<file path="src/rtl/bin2seg_multi.sv">
// Sequential binary-to-BCD (double dabble, one bit per clock) driving DIGITS active-low 7-segment outputs.
// Optional leading-zero blanking is compiled in when BIN2SEG_LZ_BLANK_EN is defined.
module bin2seg_multi #(
  parameter int IN_W   = 6,
  parameter int DIGITS = 2
) (
  input  logic                  clk,
  input  logic                  rst_n,
  input  logic                  start,
  input  logic [IN_W-1:0]       value,
  output logic                  busy,
  output logic                  done,
  output logic                  overflow,
  output logic [7*DIGITS-1:0]   display
);

  localparam int BCD_W  = 4 * DIGITS;
  localparam int DISP_W = 7 * DIGITS;
  localparam int CNT_W  = (IN_W > 2) ? $clog2(IN_W) : 1;
  localparam logic [CNT_W-1:0] CNT_LAST = CNT_W'(IN_W - 1);

  typedef enum logic [1:0] {
    S_IDLE   = 2'd0,
    S_SHIFT  = 2'd1,
    S_UPDATE = 2'd2
  } state_t;

  state_t              state_q, state_d;
  logic [CNT_W-1:0]    cnt_q, cnt_d;
  logic [IN_W-1:0]     shift_q, shift_d;
  logic [BCD_W-1:0]    bcd_q, bcd_d;
  logic                ovacc_q, ovacc_d;
  logic                busy_q, busy_d;
  logic                done_q, done_d;
  logic                ovf_q, ovf_d;
  logic [DISP_W-1:0]   disp_q, disp_d;

  logic [BCD_W-1:0]    bcd_adj;
  logic [DISP_W-1:0]   seg_img;

  function automatic logic [6:0] seg7(input logic [3:0] d);
    logic [6:0] s;
    case (d)
      4'd0:    s = 7'b1000000;
      4'd1:    s = 7'b1111001;
      4'd2:    s = 7'b0100100;
      4'd3:    s = 7'b0110000;
      4'd4:    s = 7'b0011001;
      4'd5:    s = 7'b0010010;
      4'd6:    s = 7'b0000010;
      4'd7:    s = 7'b1111000;
      4'd8:    s = 7'b0000000;
      4'd9:    s = 7'b0011000;
      default: s = 7'b1111111;
    endcase
    return s;
  endfunction

  // Add-3 correction applied to every BCD digit before the shift.
  always_comb begin
    bcd_adj = bcd_q;
    for (int i = 0; i < DIGITS; i++) begin
      if (bcd_q[4*i +: 4] >= 4'd5) begin
        bcd_adj[4*i +: 4] = bcd_q[4*i +: 4] + 4'd3;
      end else begin
        bcd_adj[4*i +: 4] = bcd_q[4*i +: 4];
      end
    end
  end

  // Segment image of the finished conversion; dashes win over everything.
`ifdef BIN2SEG_LZ_BLANK_EN
  logic lead_zero;
  always_comb begin
    seg_img   = '1;
    lead_zero = 1'b1;
    for (int i = DIGITS - 1; i >= 0; i--) begin
      lead_zero = lead_zero & (bcd_q[4*i +: 4] == 4'd0);
      if (ovacc_q) begin
        seg_img[7*i +: 7] = 7'b0111111;
      end else if (lead_zero && (i > 0)) begin
        seg_img[7*i +: 7] = 7'b1111111;
      end else begin
        seg_img[7*i +: 7] = seg7(bcd_q[4*i +: 4]);
      end
    end
  end
`else
  always_comb begin
    seg_img = '1;
    for (int i = 0; i < DIGITS; i++) begin
      if (ovacc_q) begin
        seg_img[7*i +: 7] = 7'b0111111;
      end else begin
        seg_img[7*i +: 7] = seg7(bcd_q[4*i +: 4]);
      end
    end
  end
`endif

  // Next-state logic; busy tracks the SHIFT state one edge late so it spans exactly IN_W cycles.
  always_comb begin
    state_d = state_q;
    cnt_d   = cnt_q;
    shift_d = shift_q;
    bcd_d   = bcd_q;
    ovacc_d = ovacc_q;
    busy_d  = busy_q;
    done_d  = 1'b0;
    ovf_d   = ovf_q;
    disp_d  = disp_q;
    case (state_q)
      S_IDLE: begin
        busy_d = 1'b0;
        if (start) begin
          shift_d = value;
          bcd_d   = '0;
          ovacc_d = 1'b0;
          cnt_d   = CNT_LAST;
          state_d = S_SHIFT;
        end else begin
          state_d = S_IDLE;
        end
      end
      S_SHIFT: begin
        busy_d  = 1'b1;
        bcd_d   = {bcd_adj[BCD_W-2:0], shift_q[IN_W-1]};
        shift_d = {shift_q[IN_W-2:0], 1'b0};
        ovacc_d = ovacc_q | bcd_adj[BCD_W-1];
        if (cnt_q == '0) begin
          state_d = S_UPDATE;
        end else begin
          cnt_d = cnt_q - CNT_W'(1);
        end
      end
      S_UPDATE: begin
        disp_d  = seg_img;
        ovf_d   = ovacc_q;
        done_d  = 1'b1;
        busy_d  = 1'b0;
        state_d = S_IDLE;
      end
      default: begin
        busy_d  = 1'b0;
        state_d = S_IDLE;
      end
    endcase
  end

  // State and output registers; reset blanks the display and aborts any conversion.
  always_ff @(posedge clk or negedge rst_n) begin
    if (!rst_n) begin
      state_q <= S_IDLE;
      cnt_q   <= '0;
      shift_q <= '0;
      bcd_q   <= '0;
      ovacc_q <= 1'b0;
      busy_q  <= 1'b0;
      done_q  <= 1'b0;
      ovf_q   <= 1'b0;
      disp_q  <= '1;
    end else begin
      state_q <= state_d;
      cnt_q   <= cnt_d;
      shift_q <= shift_d;
      bcd_q   <= bcd_d;
      ovacc_q <= ovacc_d;
      busy_q  <= busy_d;
      done_q  <= done_d;
      ovf_q   <= ovf_d;
      disp_q  <= disp_d;
    end
  end

  assign busy     = busy_q;
  assign done     = done_q;
  assign overflow = ovf_q;
  assign display  = disp_q;

endmodule

</file>
<file path="config.mk">
export PLATFORM = sky130hd
export DESIGN_NAME = bin2seg_multi
export DESIGN_NICKNAME = d
export VERILOG_FILES = /design/src/rtl/bin2seg_multi.sv
export SDC_FILE = /design/constraint.sdc
export NUM_CORES = 1
export LEC_CHECK = 0
export BUFFER_PORTS_ARGS = -buffer_cell sky130_fd_sc_hd__buf_2
export CAP_MARGIN = 0
export CORE_MARGIN = 10
export CORE_UTILIZATION = 48
export CTS_CLUSTER_SIZE = 25
export DETAILED_ROUTE_END_ITERATION = 8
export PLACE_DENSITY = 0.65
export SYNTH_ARGS = -nofsm -noshare
export SYNTH_HDL_FRONTEND = slang
export SYNTH_SLANG_ARGS = --single-unit
export TNS_END_PERCENT = 5
</file>
<file path="constraint.sdc">
create_clock -name clk -period 2.8 [get_ports clk]
set_input_delay 0.42 -clock clk [delete_from_list [all_inputs] [get_ports clk]]
set_output_delay 0.42 -clock clk [all_outputs]
set_load 0.02 [all_outputs]
</file>
[Yosys cells after proc, flatten, opt, wreduce, memory -nomap -nowiden]
Memories as Yosys holds them, arrays and structs flattened.
Index checks and enable logic that the tools add are counted.
Word-level totals
  register bits after elaboration: 37
  bits in read-only memories: 224
  input port bits: 9
  output and inout port bits: 17
  logic and storage cells: 45
  memories kept: 2
Operators by class
  $add $sub $neg: 3
  $lt $le $gt $ge: 2
  equality and inequality tests: 5
  mux-type cells: 18
  bitwise operators: 1
  reduce and logical (&&, ||, !) cells: 5
Memories
  (no name shown): words 16, width 7, read ports 1, clocked after Yosys merged registers in 0, wr ports 0, line 43  | case (d)
  (no name shown): words 16, width 7, read ports 1, clocked after Yosys merged registers in 0, wr ports 0, line 43
Operator list (count)
  $pmux 8 s2: 1
  $mux 7: 2
  $pmux 6 s2: 1
  $add 4x2->4 const B: 2
  $ge 4x3->1 const B: 2
  $mux 4: 2
  $mux 8: 1
  $mux 3: 2
  $mux 6: 1
  $ne 2x2->1 const B: 3
  $pmux 3 s2: 1
  $mux 1: 4
  $pmux 2 s2: 1
  $logic_not 3->1: 1
  $reduce_and 3->1: 1
  $sub 3x1->3 const B: 1
  $eq 2x1->1 const B: 1
  $eq 2x2->1 const B: 1
  $logic_not 2->1: 1
  $mux 2: 1
  $pmux 1 s2: 1
  $reduce_and 2->1: 1
  $reduce_bool 2->1: 1
  $or 1x1->1: 1

[Logic depth before layout (Yosys ltp)]
Gate-level depths: netlist of the first run.
  depth in word-level cells: 4
  mapped depth: 7
  mapped depth without buffers: 6

[Worst setup path before layout of the first run]
OpenSTA, ideal clock, no wires.
  path type: flip-flop to flip-flop
  start: register bcd_q[6]
  end: register bcd_q[7]
  library setup time: 0.122 ns
  data arrival time: 1.418 ns
  required time: 2.678 ns
  slack: 1.260 ns
  cell stages (with the launch flop): 8
  buffers on the path: 2
  clock period less this slack: 1.540 ns
  path through: dfrtp_1 -> buf_2 -> clkbuf_1 -> inv_1 -> ha_1 -> o21bai_1 -> a22oi_1 -> o21ai_1
Between the ends
  longest elaborated chain between the ends: 3
  elaborated cells between the ends (all ways): 4
  those cells by class: add/sub: 1; order compare: 1; mux: 2
RTL lines
  start, declared: line 31  | logic [BCD_W-1:0] bcd_q, bcd_d;
  start signal, assigned: line 156  | bcd_q <= '0;
  start signal, assigned: line 166  | bcd_q <= bcd_d;
  $add 4x2->4 / $ge 4x3->1 (equally long branches): line 64, 63
  $mux 4 (*): line 63  | if (bcd_q[4*i +: 4] >= 4'd5) begin
  $pmux 8 s2 (*): line 112  | case (state_q)
Mark *: on every way between the ends. The rest lies on a longest branch, timed or not.
A chain may end at the register's enable or synchronous reset.

[Worst setup path in the final report of the first run]
  start: register bcd_q[5]
  end: register bcd_q[6]
Same word-level chain as after synthesis.

==> qor.yml, run 1 <==
logic_synthesis:
  ys_seq_elements: 37
  syn_nets: 223
  synth_edf_count: 0
  ys_dominant_reg_cell: "dfrtp_1"
  syn_area_mm2: 0.00198
  synthCells: 202
  ys_seq_area_share_pct: 47.5
  yosysWarnings: 0
  ys_types: 36
  syn_avg_cell_area_um2: 9.82
  synth-async-reset-ratio_pct: 100
grt:
  gr-total-overflow: 0
  grt_pass1_wl_um: 6910
  grt_usage_pct: 11.4
  grt_max_degree: 38
  grt_pass1_vias: 1516
  antenna_found_initial: 0
placed_design:
  portBuffers: 25
  globalplace.congestion: 0.837
  place_hpwl_um: 2690
die:
  fp.dieArea_mm2: 0.00711
  io_pins: 26
  core-area_mm2: 0.00400
  row_count: 23
  die_h_um: 84.3
  die_w_um: 84.3
  start_util_pct: 49.6
drt:
  wl_per_cell_um: 13.9
  dr.pass1.iters: 4
  num_vias: 1458
  drt_iter0_markers: 83
  drt-vias-per-instance: 5.28
  drc_errors: 0
  wl_um: 3850
  ant_nets: 0
worst_setup_path:
  end_kind: "flop"
  cp.arrival_ns: 1.90
  cp_slowest_cell: "dfrtp_1"
  critPathLaunchType: "flop"
  crit_buf_inv: 1
  worst_path_largest_cell_delay_ns: 0.48
  worstPathRequired_ns: 3.03
  crit_family: "flip-flops"
  setup.worst_path.class: "flop to flop"
  crit_fanout: 7
  path_cells: "inv_1 -> ha_1 -> nand2b_1 -> a21oi_1 -> mux2i_1 -> a22o_1"
cells_and_area:
  fin_nets: 246
  area_growth_pct: 11.4
  drive_gt1_share_pct: 24.8
  n_fill_cell: 370
  fin_util_pct: 55.3
  layout_common_cells: "25 x buf_2, 23 x nor2_1, 23 x dfrtp_1"
  diodes: 0
  layout_commonest_cell: "buf_2"
pwr:
  ir_drop_mv: 0.558
  power_density_mw_per_mm2: 1280
  leakagePower_nw: 1.03
  intPower_mw: 1.64
  power_switching_mw: 1.19
  p_comb_share_pct: 47.1
  pwr-share-clk_pct: 13.6
  pwr-share-seq_pct: 39.3
  swShare_pct: 42.1
timing:
  fmax_mhz: 597
  hold_viol_final: 0
  layout_min_cycle_time_ns: 1.67
  finalClockSkew_ns: 0.00414
  tightest_slew_ns: 0.805
  timing.final.crit_share_pct: 59.8
  maxSlewViolCount: 0
  fin_setup_tns_ns: 0
  max-slew-margin-rel_pct: 46.3
  setup_viol_count_final: 0
  worst_hold_slack_ns: 0.222
  rsz0062_at_grt: "false"
cts:
  cts_htree_levels: 2
  postCtsHoldBufs: 0
  clockRootBuffer: "clkbuf_8"
  cts-resized-gates: 0
  clock_latency_ns: 0.29
  cts_tree: "built"
  clk_pin_slew_ns: 0.07
  cts_buffer_depth: 2
  numCtsBuffers: 5
  clock-sinks: 37
  post-cts-setup-buffers: 0
status:
  status: "finished clean"
flow_run:
  maxCapViolCount: 0
hold_path:
  hp-class: "input port to async pin"
[state kept, by name, indices dropped and copies added (netlist names)]
name      cells
bcd_q         8
state_q       2
busy          1
overflow      1
shift_q       6
done          1
ovacc_q       1
display      14
cnt_q         3
[stage by stage]
stage                     power (mW)  cells  setup slack, ns  instance area (um2)
after detailed placement        2.47    268             1.15                 2120
after global routing            3.10    276             1.00                 2210
final                           2.83    276             1.13                 2210
after CTS                       2.86    276             1.14                 2210
after global placement          2.44    268             1.18                 2120
after floorplan                 2.16    202             1.26                 1980
[worst reg2reg max path: stages (launching register included)]
cell	delay [ns]
dfrtp_1	0.48
inv_1	0.12
ha_1	0.22
nand2b_1	0.18
a21oi_1	0.26
mux2i_1	0.23
a22o_1	0.14
[per-layer routing]
metal	global-route usage, %	vias up	wire, um
li1	-	744	-
met1	13.3	683	1780
met2	18.1	26	1770
met3	4.93	5	253
met4	4.11	0	44
met5	0	-	0
[kinds of logic (layout without fill, tap and decap cells)]
kind of cell,count (synthesis),in the layout,synth area share [%]
adder cells (fa/ha/maj),12,12,7.57
multiplexers,8,8,4.10
XOR/XNOR,5,5,2.21
flip-flops,37,37,47.5
AO/OA/AOI/OAI,62,62,19.4
AND/OR/NAND/NOR,55,55,13.6
buffers and inverters,23,47,5.55
[cells in the mapped netlist, types with 2 or more instances]
| master | number | area, um2 |
|---|---|---|
| dfrtp_1 | 23 | 576 |
| nor2_1 | 23 | 86.3 |
| nand2_1 | 17 | 63.8 |
| dfstp_2 | 14 | 368 |
| a21oi_1 | 13 | 65.1 |
| ha_1 | 12 | 150 |
| o21ai_1 | 12 | 60.1 |
| inv_1 | 11 | 41.3 |
| o21ai_0 | 10 | 50.1 |
| mux2i_1 | 7 | 70.1 |
| a31oi_1 | 6 | 37.5 |
| buf_2 | 5 | 25.0 |
| xnor2_1 | 5 | 43.8 |
| a22o_1 | 4 | 35.0 |
| nand2b_1 | 4 | 25.0 |
| nor2b_1 | 4 | 25.0 |
| a22oi_1 | 3 | 22.5 |
| clkbuf_1 | 3 | 11.3 |
| o22a_1 | 3 | 26.3 |
| buf_6 | 2 | 22.5 |
| nand2b_4 | 2 | 27.5 |
| nand3b_2 | 2 | 22.5 |
| nor2_2 | 2 | 12.5 |
| o211ai_1 | 2 | 15.0 |
| o22ai_1 | 2 | 12.5 |
[final timing paths]
| path | from | end | slack (ns) | cells after the start |
|---|---|---|---|---|
| worst max-delay path | bcd_q[5] | bcd_q[6] | 1.13 | 6 |
| worst min-delay path | rst_n | done | 0.22 | 1 |
| worst max register to register | bcd_q[5] | bcd_q[6] | 1.13 | 6 |
| worst min register to register | overflow | overflow | 0.48 | 2 |
| max in group asynchronous | rst_n | state_q[1] | 2.08 | 1 |
| min in group clk | value[4] | shift_q[4] | 0.40 | 3 |
[power groups by stage]
| stage | Clock [mW] | Sequential, mW | Combinational [mW] |
|---|---|---|---|
| 5_1_grt | 0.425 | 1.16 | 1.51 |
| 3_3_place_gp | 0 | 1.11 | 1.33 |
| 2_1_floorplan | 0 | 1.16 | 0.999 |
| 3_5_place_dp | 0 | 1.12 | 1.35 |
| 6_report | 0.385 | 1.11 | 1.33 |
| 4_1_cts | 0.396 | 1.11 | 1.36 |
[final cells by class]
type	instances	area [um2]	area share [%]
tap	50	62.6	2.83
multi-input combinational	142	931	42.1
timing repair buffer	26	133	6.00
inverter	13	51.3	2.32
sequential	37	943	42.7
clock buffer	8	90.1	4.07
(Power assumes the default switching activity.)
==> inputs of run 2 (changes only) <==
Settings changed: PLACE_DENSITY 0.65 to 0.68.
Clock period 2.8 ns to 1.5 ns, I/O delays scaled along.
==> run 2 against run 1 <==
Compared with the run above: final cell count up 5.4%; via count up 2.6%; clock power up 75%; flip-flop and latch count unchanged; clock-buffer cell count unchanged; clock skew about the same; final area up 5.5%; global-route usage down 0.26 points; critical endpoint is now bcd_q[7]; largest cell class unchanged; highest routed layer unchanged.
==> qor.yml, run 2 (synthesis gave the netlist of run 1 again) <==
status:
  status: "finished clean"
cts:
  clockRootBuffer: "clkbuf_8"
  clock-sinks: 37
  clk_pin_slew_ns: 0.07
  numCtsBuffers: 5
  cts_tree: "built"
  cts_htree_levels: 2
  clock_latency_ns: 0.29
  cts_buffer_depth: 2
cells_and_area:
  stdcell_area_mm2: 0.00233
  fin_nets: 261
  layout_commonest_cell: "buf_2"
  area_growth_pct: 17.6
  diodes: 0
  drive_gt1_share_pct: 29.5
  largest_reg_flops: 14
  seqCellArea_um2: 943
  layout_common_cells: "25 x buf_2, 23 x nor2_1, 23 x dfrtp_1"
  n_fill_cell: 353
  multi_input_area_um2: 936
placed_design:
  globalplace.congestion: 0.863
  placed_area_mm2: 0.00223
  place_hpwl_um: 2810
  pre_cts_slack_ns: 0.0281
  portBuffers: 25
die:
  die_h_um: 84.3
  core-area_mm2: 0.00400
  die_w_um: 84.3
  start_util_pct: 49.6
  row_count: 23
  fp.dieArea_mm2: 0.00711
  io_pins: 26
timing:
  worst_hold_slack_ns: 0.201
  max-slew-margin-rel_pct: 70.5
  rsz0062_at_grt: "true"
  setup_ws_ns: 0.0488
  hold_viol_final: 0
  maxSlewViolCount: 0
  finalClockSkew_ns: 0.00428
  setup_viol_count_final: 0
  tightest_slew_ns: 0.442
  fmax_mhz: 689
  timing.final.crit_share_pct: 96.7
  layout_min_cycle_time_ns: 1.45
hold_path:
  worstHoldStart: "value[5]"
  hp-class: "input port to flop"
  hold_path_end: "shift_q[5]"
  whs_path_depth: 3
drt:
  drt_iter0_markers: 51
  ant_nets: 0
  num_vias: 1496
  wl_per_cell_um: 12.9
  dr.pass1.iters: 4
  drt-vias-per-instance: 5.14
  drc_errors: 0
  wl_um: 3740
worst_setup_path:
  worstPathRequired_ns: 1.68
  r2r_setup_slack_ns: 0.05
  cp.arrival_ns: 1.63
  setup.worst_path.class: "flop to flop"
  critPathLaunchType: "flop"
  rr_worst_depth: 6
  crit_fanout: 3
  rr_endpoint: "bcd_q[7]"
  end_kind: "flop"
  r2r-start: "bcd_q[4]"
pwr:
  finalPower_mw: 5.44
  ir_drop_mv: 1.06
  leakagePower_nw: 1.10
  power_density_mw_per_mm2: 2330
grt:
  grt_max_degree: 23
  grt_pass1_vias: 1469
  grt_usage_pct: 11.1
  grt_pass1_wl_um: 6710
  antenna_found_initial: 0
  gr-total-overflow: 0
flow_run:
  maxCapViolCount: 0
[run 2: cell types whose count changed in the layout (fill, tap and decap cells not counted), sizes merged]
cell         change
buf             +14
dlygate4sd3      +1
[run 2: cell type report]
cell class                 instances  share of cell area (%)
clock buffer                       8                    3.43
multi-input combinational        142                    40.1
timing repair buffer              41                    11.2
sequential                        37                    40.4
tap                               50                    2.68
inverter                          13                    2.20
[run 2: repair_timing]
item                       4_1_cts  5_1_grt
hold endpoints to repair        13        0
setup endpoints to repair        0        4
buffers inserted                 0        1
resized for setup                0        2
hold buffers                     1        0
[run 2: power breakdown]
group          internal (mW)  switching [mW]  total, mW
registers               1.58           0.358       1.94
logic                   1.29            1.53       2.82
clock network          0.330           0.343      0.673
total                   3.20            2.23       5.44
[run 2: worst max-delay path by stage]
stage	slack, ns	from	end
final	0.05	bcd_q[4]	bcd_q[7]
after CTS	0.02	bcd_q[0]	bcd_q[3]
after global routing	-0.04	bcd_q[4]	bcd_q[7]
after global placement	0.06	bcd_q[0]	bcd_q[3]
after floorplan	0.02	bcd_q[2]	bcd_q[3]
after detailed placement	0.03	bcd_q[0]	bcd_q[3]
[run 2: through the flow]
step	util (%)	std cells	TNS, ns
after global placement	55.8	281	0
after floorplan	-	202	0
final	58.3	291	0
after global routing	58.3	291	-0.0751
after CTS	58.0	290	0
after detailed placement	55.8	281	0
[run 2: worst max-delay path, cell delays in order (launching register included)]
cell      delay [ns]
dfrtp_1         0.37
inv_1           0.06
ha_1            0.22
ha_1            0.29
o21bai_1        0.16
a22oi_1         0.16
o21ai_1         0.07
[run 2: metal layers]
| layer | wire length, um | track usage (%) |
|---|---|---|
| met3 | 242 | 4.83 |
| met4 | 62 | 4.57 |
| met5 | 0 | 0 |
| met1 | 1850 | 13.8 |
| met2 | 1590 | 16.5 |
==> inputs of run 3 (changes only) <==
==> constraint.sdc (replaced) <==
create_clock -name clk -period 1.5 [get_ports clk]
set_input_delay 0.075 -clock clk [delete_from_list [all_inputs] [get_ports clk]]
set_output_delay 0.075 -clock clk [all_outputs]
set_load 0.02 [all_outputs]
==> run 3 against run 2 <==
Compared with the run above: combinational power barely moved; clock power fell by 1%; core utilization is 0.094 points higher; via count grew 0.20%; largest cell class unchanged; largest power group unchanged.
==> qor.yml, run 3 (synthesis gave the netlist of run 1 again) <==
status:
  status: "finished clean"
pwr:
  power_density_mw_per_mm2: 2330
  leakagePower_nw: 1.10
  finalPower_mw: 5.45
  ir_drop_mv: 1.05
cells_and_area:
  n_fill_cell: 381
  layout_common_cells: "25 x buf_2, 23 x nor2_1, 23 x dfrtp_1"
  area_growth_pct: 17.8
  fin_nets: 261
  drive_gt1_share_pct: 30.3
  diodes: 0
  largest_reg_flops: 14
  fin_util_pct: 58.4
  layout_commonest_cell: "buf_2"
die:
  die_h_um: 84.3
  row_count: 23
  start_util_pct: 49.6
  fp.dieArea_mm2: 0.00711
  core-area_mm2: 0.00400
  die_w_um: 84.3
  io_pins: 26
timing:
  tightest_slew_ns: 0.481
  layout_min_cycle_time_ns: 1.46
  max-slew-margin-rel_pct: 68.0
  setup_viol_count_final: 0
  hold_viol_final: 0
  fin_setup_tns_ns: 0
  maxSlewViolCount: 0
  fmax_mhz: 685
  timing.final.crit_share_pct: 97.3
  rsz0062_at_grt: "true"
  finalClockSkew_ns: 0.00265
grt:
  grt_pass1_wl_um: 6690
  gr-total-overflow: 0
  grt_max_degree: 21
  grt_usage_pct: 11.2
  grt_pass1_vias: 1446
  antenna_found_initial: 0
worst_setup_path:
  path_cells: "inv_1 -> ha_1 -> ha_1 -> o21bai_1 -> a22oi_1 -> o21ai_1"
  end_kind: "flop"
  cp_slowest_cell: "dfrtp_1"
  crit_fanout: 3
  critPathLaunchType: "flop"
  worst_path_largest_cell_delay_ns: 0.38
  worstPathRequired_ns: 1.68
  setup.worst_path.class: "flop to flop"
  cp.arrival_ns: 1.64
  crit_path_frequent_cell: "ha_1"
drt:
  drt_iter0_markers: 85
  ant_nets: 0
  num_vias: 1499
  wl_um: 3790
  drt-vias-per-instance: 5.15
  dr.pass1.iters: 4
  wl_per_cell_um: 13.0
  drc_errors: 0
cts:
  cts_tree: "built"
  clockRootBuffer: "clkbuf_8"
  clk_pin_slew_ns: 0.07
  cts_htree_levels: 2
  clock-sinks: 37
  cts_buffer_depth: 2
  clock_latency_ns: 0.29
  numCtsBuffers: 5
flow_run:
  maxCapViolCount: 0
hold_path:
  hp-class: "input port to flop"
placed_design:
  place_hpwl_um: 2810
  portBuffers: 25
  globalplace.congestion: 0.872
## run 3: cell counts in the layout (fill, tap and decap cells not counted)
No cell type changed its count.
## run 3: worst paths after layout
| path | end | depth (start not counted) | slack [ns] | start |
|---|---|---|---|---|
| max | bcd_q[7] | 6 | 0.04 | bcd_q[4] |
| min in group asynchronous | bcd_q[4] | 2 | 0.27 | rst_n |
| min reg2reg | display[6] | 2 | 0.48 | display[6] |
| min | shift_q[3] | 3 | 0.05 | value[3] |
| max reg2reg | bcd_q[7] | 6 | 0.04 | bcd_q[4] |
| max in group asynchronous | display[13] | 3 | 0.70 | rst_n |
## run 3: final cells by class
type	instances	area (um2)	area share [%]
clock buffers	8	80.1	3.43
flip-flops and latches	37	943	40.4
inverters	13	51.3	2.19
repair buffers	41	260	11.1
well taps	50	62.6	2.68
multi-input cells	142	940	40.2
## run 3: worst max-delay path, delay by kind of cell, from the launching register on
kind	cells	cell delay, ns
buf+inv	1	0.07
compound gates	3	0.40
flops	1	0.38
fa+ha+maj	2	0.51
## run 3: what timing repair did
item,4_1_cts,5_1_grt
hold buffers,1,0
endpoints found under the setup margin,0,6
resized for setup,0,4
buffers inserted,0,1
endpoints found under the hold margin,15,0
## run 3: layer usage
metal / track usage (%) / part of all wire [%] / vias up
met1: 13.6 / 48 / 698
li1: - / - / 770
met3: 5.60 / 7.8 / 4
met2: 16.1 / 43 / 27
met4: 5.02 / 1.3 / 0
met5: 0 / 0 / -
## run 3: metrics by stage
stage / worst slack [ns] / hold slack, ns / cells / cell area, um2
after detailed placement: 0.0330 / 0.0514 / 281 / 2230
after global routing: -0.0285 / 0.0719 / 291 / 2340
after floorplan: 0.0201 / -0.221 / 202 / 1990
final: 0.0404 / 0.0545 / 291 / 2340
after global placement: 0.0651 / 0.0495 / 281 / 2230
after CTS: 0.0242 / 0.0441 / 290 / 2320
## run 3: power by group
group	internal [mW]	switching (mW)	total (mW)
sequential	1.58	0.369	1.95
combinational	1.29	1.54	2.83
clock	0.330	0.334	0.664
total	3.21	2.24	5.45
